<file path="config.mk">
export PLATFORM = sky130hd
export DESIGN_NAME = vga_pmod_source
export DESIGN_NICKNAME = d
export VERILOG_FILES = /design/src/rtl/vga_pkg.sv /design/src/rtl/vga_timing.sv /design/src/rtl/vga_pmod_source.sv
export SDC_FILE = /design/constraint.sdc
export NUM_CORES = 1
export LEC_CHECK = 0
export BUFFER_PORTS_ARGS = -buffer_cell sky130_fd_sc_hd__buf_4
export CAP_MARGIN = 40
export CORE_AREA = 10 10 92 54
export CTS_BUF_LIST = sky130_fd_sc_hd__clkbuf_16
export CTS_CLUSTER_SIZE = 28
export DETAILED_ROUTE_END_ITERATION = 10
export DIE_AREA = 0 0 102 64
export PLACE_DENSITY = 0.81
export SYNTH_ARGS = -nofsm -noshare
export SYNTH_HDL_FRONTEND = slang
export SYNTH_SLANG_ARGS = --single-unit
</file>
<file path="constraint.sdc">
create_clock -name clk -period 6.8 [get_ports clk]
set_clock_uncertainty 0.15 [all_clocks]
set_input_delay 0.68 -clock clk [delete_from_list [all_inputs] [get_ports clk]]
set_output_delay 0.68 -clock clk [all_outputs]
set_load 0.005 [all_outputs]
</file>
<file path="src/rtl/vga_pkg.sv">
// Shared constants, types and PMOD packing helper for the VGA test-pattern source.
package vga_pkg;

  localparam int unsigned H_ACTIVE = 640;
  localparam int unsigned H_FRONT  = 16;
  localparam int unsigned H_SYNC   = 96;
  localparam int unsigned H_BACK   = 48;
  localparam int unsigned V_ACTIVE = 480;
  localparam int unsigned V_FRONT  = 10;
  localparam int unsigned V_SYNC   = 2;
  localparam int unsigned V_BACK   = 33;

  localparam int unsigned H_TOTAL = H_ACTIVE + H_FRONT + H_SYNC + H_BACK;
  localparam int unsigned V_TOTAL = V_ACTIVE + V_FRONT + V_SYNC + V_BACK;

  localparam int unsigned CNT_W  = 10;
  localparam int unsigned FCNT_W = 8;
  localparam int unsigned PMOD_W = 8;

  // TinyVGA PMOD bit positions
  localparam int unsigned PMOD_HSYNC = 7;
  localparam int unsigned PMOD_B0    = 6;
  localparam int unsigned PMOD_G0    = 5;
  localparam int unsigned PMOD_R0    = 4;
  localparam int unsigned PMOD_VSYNC = 3;
  localparam int unsigned PMOD_B1    = 2;
  localparam int unsigned PMOD_G1    = 1;
  localparam int unsigned PMOD_R1    = 0;

  localparam logic [PMOD_W-1:0] PMOD_IDLE = 8'h88;

  typedef enum logic [1:0] {
    PAT_BLACK = 2'd0,
    PAT_BARS  = 2'd1,
    PAT_CHECK = 2'd2,
    PAT_GRAD  = 2'd3
  } pattern_e;

  typedef struct packed {
    logic [1:0] r;
    logic [1:0] g;
    logic [1:0] b;
  } rgb_t;

  function automatic logic [PMOD_W-1:0] pmod_pack(input logic hsync_n, input logic vsync_n,
                                                   input rgb_t c);
    logic [PMOD_W-1:0] p;
    p             = '0;
    p[PMOD_HSYNC] = hsync_n;
    p[PMOD_VSYNC] = vsync_n;
    p[PMOD_R0]    = c.r[0];
    p[PMOD_G0]    = c.g[0];
    p[PMOD_B0]    = c.b[0];
    p[PMOD_R1]    = c.r[1];
    p[PMOD_G1]    = c.g[1];
    p[PMOD_B1]    = c.b[1];
    return p;
  endfunction

endpackage

</file>
<file path="src/rtl/vga_timing.sv">
// Horizontal/vertical raster counters with sync, active-area and wrap decode.
module vga_timing
  import vga_pkg::*;
#(
  parameter int unsigned H_ACT = H_ACTIVE,
  parameter int unsigned H_FP  = H_FRONT,
  parameter int unsigned H_SW  = H_SYNC,
  parameter int unsigned H_BP  = H_BACK,
  parameter int unsigned V_ACT = V_ACTIVE,
  parameter int unsigned V_FP  = V_FRONT,
  parameter int unsigned V_SW  = V_SYNC,
  parameter int unsigned V_BP  = V_BACK
) (
  input  logic             clk,
  input  logic             rst_n,
  input  logic             enable_i,
  output logic [CNT_W-1:0] h_o,
  output logic [CNT_W-1:0] v_o,
  output logic             hsync_n_c_o,
  output logic             vsync_n_c_o,
  output logic             active_c_o,
  output logic             wrap_c_o
);

  localparam int unsigned HT     = H_ACT + H_FP + H_SW + H_BP;
  localparam int unsigned VT     = V_ACT + V_FP + V_SW + V_BP;
  localparam int unsigned HS_BEG = H_ACT + H_FP;
  localparam int unsigned HS_END = HS_BEG + H_SW;
  localparam int unsigned VS_BEG = V_ACT + V_FP;
  localparam int unsigned VS_END = VS_BEG + V_SW;

  logic [CNT_W-1:0] h_q, h_d, v_q, v_d;
  logic             h_last, v_last;

  always_ff @(posedge clk or negedge rst_n) begin
    if (!rst_n) begin
      h_q <= '0;
      v_q <= '0;
    end else begin
      h_q <= h_d;
      v_q <= v_d;
    end
  end

  // Raster advance; vertical steps only on the last pixel of a line
  always_comb begin
    h_last = (h_q == CNT_W'(HT - 1));
    v_last = (v_q == CNT_W'(VT - 1));
    h_d    = h_q;
    v_d    = v_q;
    if (enable_i) begin
      if (h_last) begin
        h_d = '0;
        v_d = v_last ? '0 : v_q + CNT_W'(1);
      end else begin
        h_d = h_q + CNT_W'(1);
      end
    end
  end

  assign hsync_n_c_o = !((h_q >= CNT_W'(HS_BEG)) && (h_q < CNT_W'(HS_END)));
  assign vsync_n_c_o = !((v_q >= CNT_W'(VS_BEG)) && (v_q < CNT_W'(VS_END)));
  assign active_c_o  = (h_q < CNT_W'(H_ACT)) && (v_q < CNT_W'(V_ACT));
  assign wrap_c_o    = h_last && v_last;
  assign h_o         = h_q;
  assign v_o         = v_q;

endmodule

</file>
<file path="src/rtl/vga_pmod_source.sv">
// 640x480@60 VGA source: test-pattern generator packed onto a TinyVGA PMOD byte.
module vga_pmod_source
  import vga_pkg::*;
#(
  parameter int unsigned V_ACT = V_ACTIVE,
  parameter int unsigned V_FP  = V_FRONT,
  parameter int unsigned V_SW  = V_SYNC,
  parameter int unsigned V_BP  = V_BACK
) (
  input  logic              clk,
  input  logic              rst_n,
  input  logic              enable,
  input  logic [1:0]        pattern_sel,
  output logic [PMOD_W-1:0] uo_pmod,
  output logic [CNT_W-1:0]  pix_x,
  output logic [CNT_W-1:0]  pix_y,
  output logic              video_active,
  output logic              frame_start
);

  logic              hsync_n, vsync_n, wrap, wrap_en;
  pattern_e          pat_q, pat_d;
  logic [FCNT_W-1:0] fcnt_q, fcnt_d;
  logic [PMOD_W-1:0] pmod_q, pmod_d;
  logic              fs_q, fs_d;
  rgb_t              rgb;
  logic              unused_fcnt_c;

  vga_timing #(
    .V_ACT(V_ACT),
    .V_FP (V_FP),
    .V_SW (V_SW),
    .V_BP (V_BP)
  ) u_timing (
    .clk        (clk),
    .rst_n      (rst_n),
    .enable_i   (enable),
    .h_o        (pix_x),
    .v_o        (pix_y),
    .hsync_n_c_o(hsync_n),
    .vsync_n_c_o(vsync_n),
    .active_c_o (video_active),
    .wrap_c_o   (wrap)
  );

  assign wrap_en       = enable && wrap;
  assign unused_fcnt_c = ^{fcnt_q[7:6], fcnt_q[3:0]};

  // Colour for the pixel the counters currently address; blanked outside the active area
  always_comb begin
    rgb = '0;
    case (pat_q)
      PAT_BARS: begin
        rgb.r = {2{pix_x[8]}};
        rgb.g = {2{pix_x[7]}};
        rgb.b = {2{pix_x[6]}};
      end
      PAT_CHECK: begin
        if (pix_x[5] ^ pix_y[5]) rgb = '1;
      end
      PAT_GRAD: begin
        rgb.r = pix_x[7:6];
        rgb.g = pix_y[7:6];
        rgb.b = fcnt_q[5:4];
      end
      default: rgb = '0;
    endcase
    if (!video_active) rgb = '0;
  end

  // Pattern and frame count only move at the frame wrap so a frame never tears
  always_comb begin
    pat_d  = pat_q;
    fcnt_d = fcnt_q;
    pmod_d = pmod_q;
    fs_d   = wrap_en;
    if (enable) pmod_d = pmod_pack(hsync_n, vsync_n, rgb);
    if (wrap_en) begin
      pat_d  = pattern_e'(pattern_sel);
      fcnt_d = fcnt_q + FCNT_W'(1);
    end
  end

  always_ff @(posedge clk or negedge rst_n) begin
    if (!rst_n) begin
      pat_q  <= PAT_BLACK;
      fcnt_q <= '0;
      pmod_q <= PMOD_IDLE;
      fs_q   <= 1'b0;
    end else begin
      pat_q  <= pat_d;
      fcnt_q <= fcnt_d;
      pmod_q <= pmod_d;
      fs_q   <= fs_d;
    end
  end

  assign uo_pmod     = pmod_q;
  assign frame_start = fs_q;

endmodule

</file>
==> impl_summary.md <==
Setup path
Traced cell by cell, the critical path runs through ha_1 -> nand2_1 -> or4b_1 -> or2_1 -> mux2_4. In this run the critical register-to-register path is launched from u_timing.h_o[1]. The slowest cell on the critical path is or4b_1. The setup check on the worst reg-to-reg path leaves a slack of 4.22 ns. The number of cells on the worst reg-to-reg path is 5. The endpoint identified for the worst register-to-register timing path is pat_q[0]. For the worst setup path, the data arrival time is around 2.6 ns. The category of the worst setup path capture point is a flop. Counting both buffers and inverters, the worst setup path holds a total of 0. The start-to-end type of the worst setup path is flop to flop. Among cell families on the critical path, the largest total delay comes from simple AND/OR/NAND/NOR gates. In this design, the stage delay of the slowest critical-path cell is ~0.72 ns. The category of the worst setup path launch point is a flop. STA puts the critical path data required time at a little under 7 ns. The maximum fanout encountered on the critical timing path is 9. The path length in cells of the critical path is 5.

Synthesis
The number of warnings reported in the yosys synthesis log is 0. The number of library cell types mapped by synthesis is 38. The proportion of synthesized flip-flops having asynchronous set or reset is between 90% and 100%. The synthesized netlist occupies a cell area of 1890 µm². The top cell type by area accounts for between 40 and 50% of the synthesized area. In this run, synthesis produced a sequential element count of 37. Synthesis handed over a netlist of between 150 and 200 instances. In this run, synthesis inferred 0 flip-flops with an integrated enable. The number of nets handed over by synthesis was 195. The top flip-flop cell by instance count after synthesis is dfrtp_1.

The average size of a mapped cell is about 10 µm². Summing the sequential cell areas from Yosys gives 49.0% of the chip area. The library cell with the largest summed area after synthesis is dfrtp_1. In the post-synthesis netlist, the biggest area contributors are dfrtp_1, xnor2_1, a31oi_1.

Clock network
Gates resized during post-CTS repair numbered 0. The clock transition at the registers of the reported paths is 0.06 ns. The total of hold buffers inserted after clock tree synthesis is 0. The root cell of the clock tree is clkbuf_16.

The level count of the clock H-tree is 2. In this run, CTS created clock tree buffers numbering 5. The clock tree from TritonCTS is yes.

The clock passes through at most 2 buffers. The number of sinks handled by clock tree synthesis is 37. The clock insertion delay at the later pin of the skew report is 0.28 ns.

The number of post-CTS setup repair buffers is 0.

Detailed routing
The remaining number of nets flagged by the antenna check after routing is 0. The final wirelength is ~4400 µm. The routed via count is 1,473. In the routed design, unresolved DRC markers number 0. The initial detailed-routing violation count is 74. The number of iterations in the first detailed-routing pass is 4. In the final routed layout, each cell accounts on average for 16.9 µm. The per-cell via count in the routed design is 5.64.

Timing
Timing would allow up to 388 MHz. The relative slew slack is 66.8%. The minimum clock period after layout is roughly 2.6 ns.

The hold violation total from the final report is 0. Setup repair after global routing left no endpoint under its margin. The transition time at the pin with the least slew margin is 0.495 ns.

The fraction of the cycle the final worst path needs is a little under two fifths. The max-slew violation count is 0. The final worst-path setup slack is 4.22 ns. The total negative setup slack is 0 ns. Setup violations remaining at the end of the flow were counted as 0.

Global routing
In the global route stage, overall resource usage came out at between 10% and 20%. The number of antenna violations at the first check in global routing is 0. The global-route wire length before repair is 7410 µm.

The number of global-route vias before repair is ~1,500. For this run the aggregate overflow at the end of global routing stands at 0. Entering global routing, the biggest net connects 38 pins.

Die
The core footprint is 3340 µm². The initial core utilization is 56.7%. The floorplan row count is 15. 35 I/O pins were placed.

In this run the horizontal extent of the chip is just over 100 µm. The y dimension of the die is 64 µm. The total die area is between 6000 and 7000 µm².

Flow run
Max-cap violations in this run came to 0.

Pwr
In this run the static leakage power is 1.11 nW. Dividing total power by cell area gives a power density of approximately 250 nW/µm². The worst-case IR drop observed on VDD is 0.000113 V. Overall power consumption after layout is estimated at 0.000582 W.

Placement
Before CTS, the worst setup slack after placement is between 4 and 5 ns. The cell count after placement is 253. The count of input and output buffers is 34.

Once detailed placement completed, the half-perimeter wirelength came to about 3100 µm. Routability-driven placement finished with a final weighted congestion of 0.796.

Finish
The count of nets after finishing is 228. Relative to the synthesized area, the layout overhead comes to 22.1%. Fill cells in the final layout number 241.

The repair_antennas step left the layout with diodes totalling 0. The count of cells in the finished layout, fillers not included, comes to roughly 260. The share of post-route cells with drive strength above 1 is 24.7%.

Min path
The path category of the worst min-delay check is input pin to async pin.

Status
The run finished with clean final reports.
flip-flops by register name, indices dropped and copies added (netlist names):
register,cells
pat_q,2
uo_pmod,8
frame_start,1
u_timing.h_o,10
u_timing.v_o,10
fcnt_q,6
worst max path at each step:
stage,from,endpoint,slack [ns]
2_1_floorplan,enable,fcnt_q[1],4.47
3_3_place_gp,enable,fcnt_q[1],4.11
3_5_place_dp,enable,pat_q[0],4.04
4_1_cts,u_timing.h_o[1],pat_q[0],4.24
5_1_grt,u_timing.h_o[1],pat_q[0],4.15
6_report,u_timing.h_o[1],pat_q[0],4.22
power by group:
part           internal, W  switching [W]  leakage (nW)
Combinational    0.0000434      0.0000387         0.572
Sequential        0.000236      0.0000352         0.480
Clock             0.000136      0.0000925        0.0621
cells in the final DEF, fill, tap and decap left out, drive strengths merged, types with 2 or more instances in the layout:
cell and count:
nor2 6, ha 5, and3 3, a21oi 4, or3 2, clkbuf 5, o22ai 7, clkinvlp 3
nor4 5, xor2 6, dfrtp 35, mux2 6, dfstp 2, o2bb2ai 3, nand4 5, nand2 14
a31oi 10, o21ai 6, mux2i 2, nand2b 2, inv 15, xnor2 9, buf 35, and4 3
nor3 5, nand3 11
cell type report:
cell class	instances	area (µm²)	area share, %
well taps	42	52.6	2.27
clock inverters	3	22.5	0.973
inverters	15	56.3	2.43
clock buffers	5	125	5.41
multi-input cells	124	866	37.4
repair buffers	35	263	11.4
flip-flops and latches	37	928	40.1
cells in the mapped netlist (all sizes together) (2+ instances only):
master,number
dfstp,2
o2bb2ai,3
nand2,14
nor4,5
ha,5
xor2,6
a21oi,4
o22ai,7
mux2i,2
mux2,6
nand3,11
o21ai,6
inv,15
nor3,5
nor2,6
xnor2,9
or3,2
dfrtp,35
buf,6
and4,3
nand2b,2
clkbuf,3
and3,3
a31oi,10
nand4,5
metrics by stage:
stage / util (%) / instance area, µm² / hold WS [ns]
global route: 69.3 / 2310 / 0.246
global placement: 64.6 / 2160 / 0.309
finish: 69.3 / 2310 / 0.202
detailed placement: 64.8 / 2170 / 0.317
CTS: 69.3 / 2310 / 0.217
floorplan: - / 1890 / 0.234
cells by family (layout without fill, tap and decap cells):
group,count (synthesis),in the layout,synth area share (%)
buffers and inverters,24,58,5.61
and+or+nand+nor,63,63,19.0
muxes,8,8,5.22
AOI/OAI and AO/OA,33,33,11.0
DFF,37,37,49.0
xor gates and xnor gates,15,15,6.94
adders and majority gates,5,5,3.30
metal layers:
metal	GRT usage, %	wire length, µm
met1	17.0	1910
met2	23.1	2140
met3	4.08	272
met4	6.29	77
met5	0	0
Power figures use the tool's default switching activity.
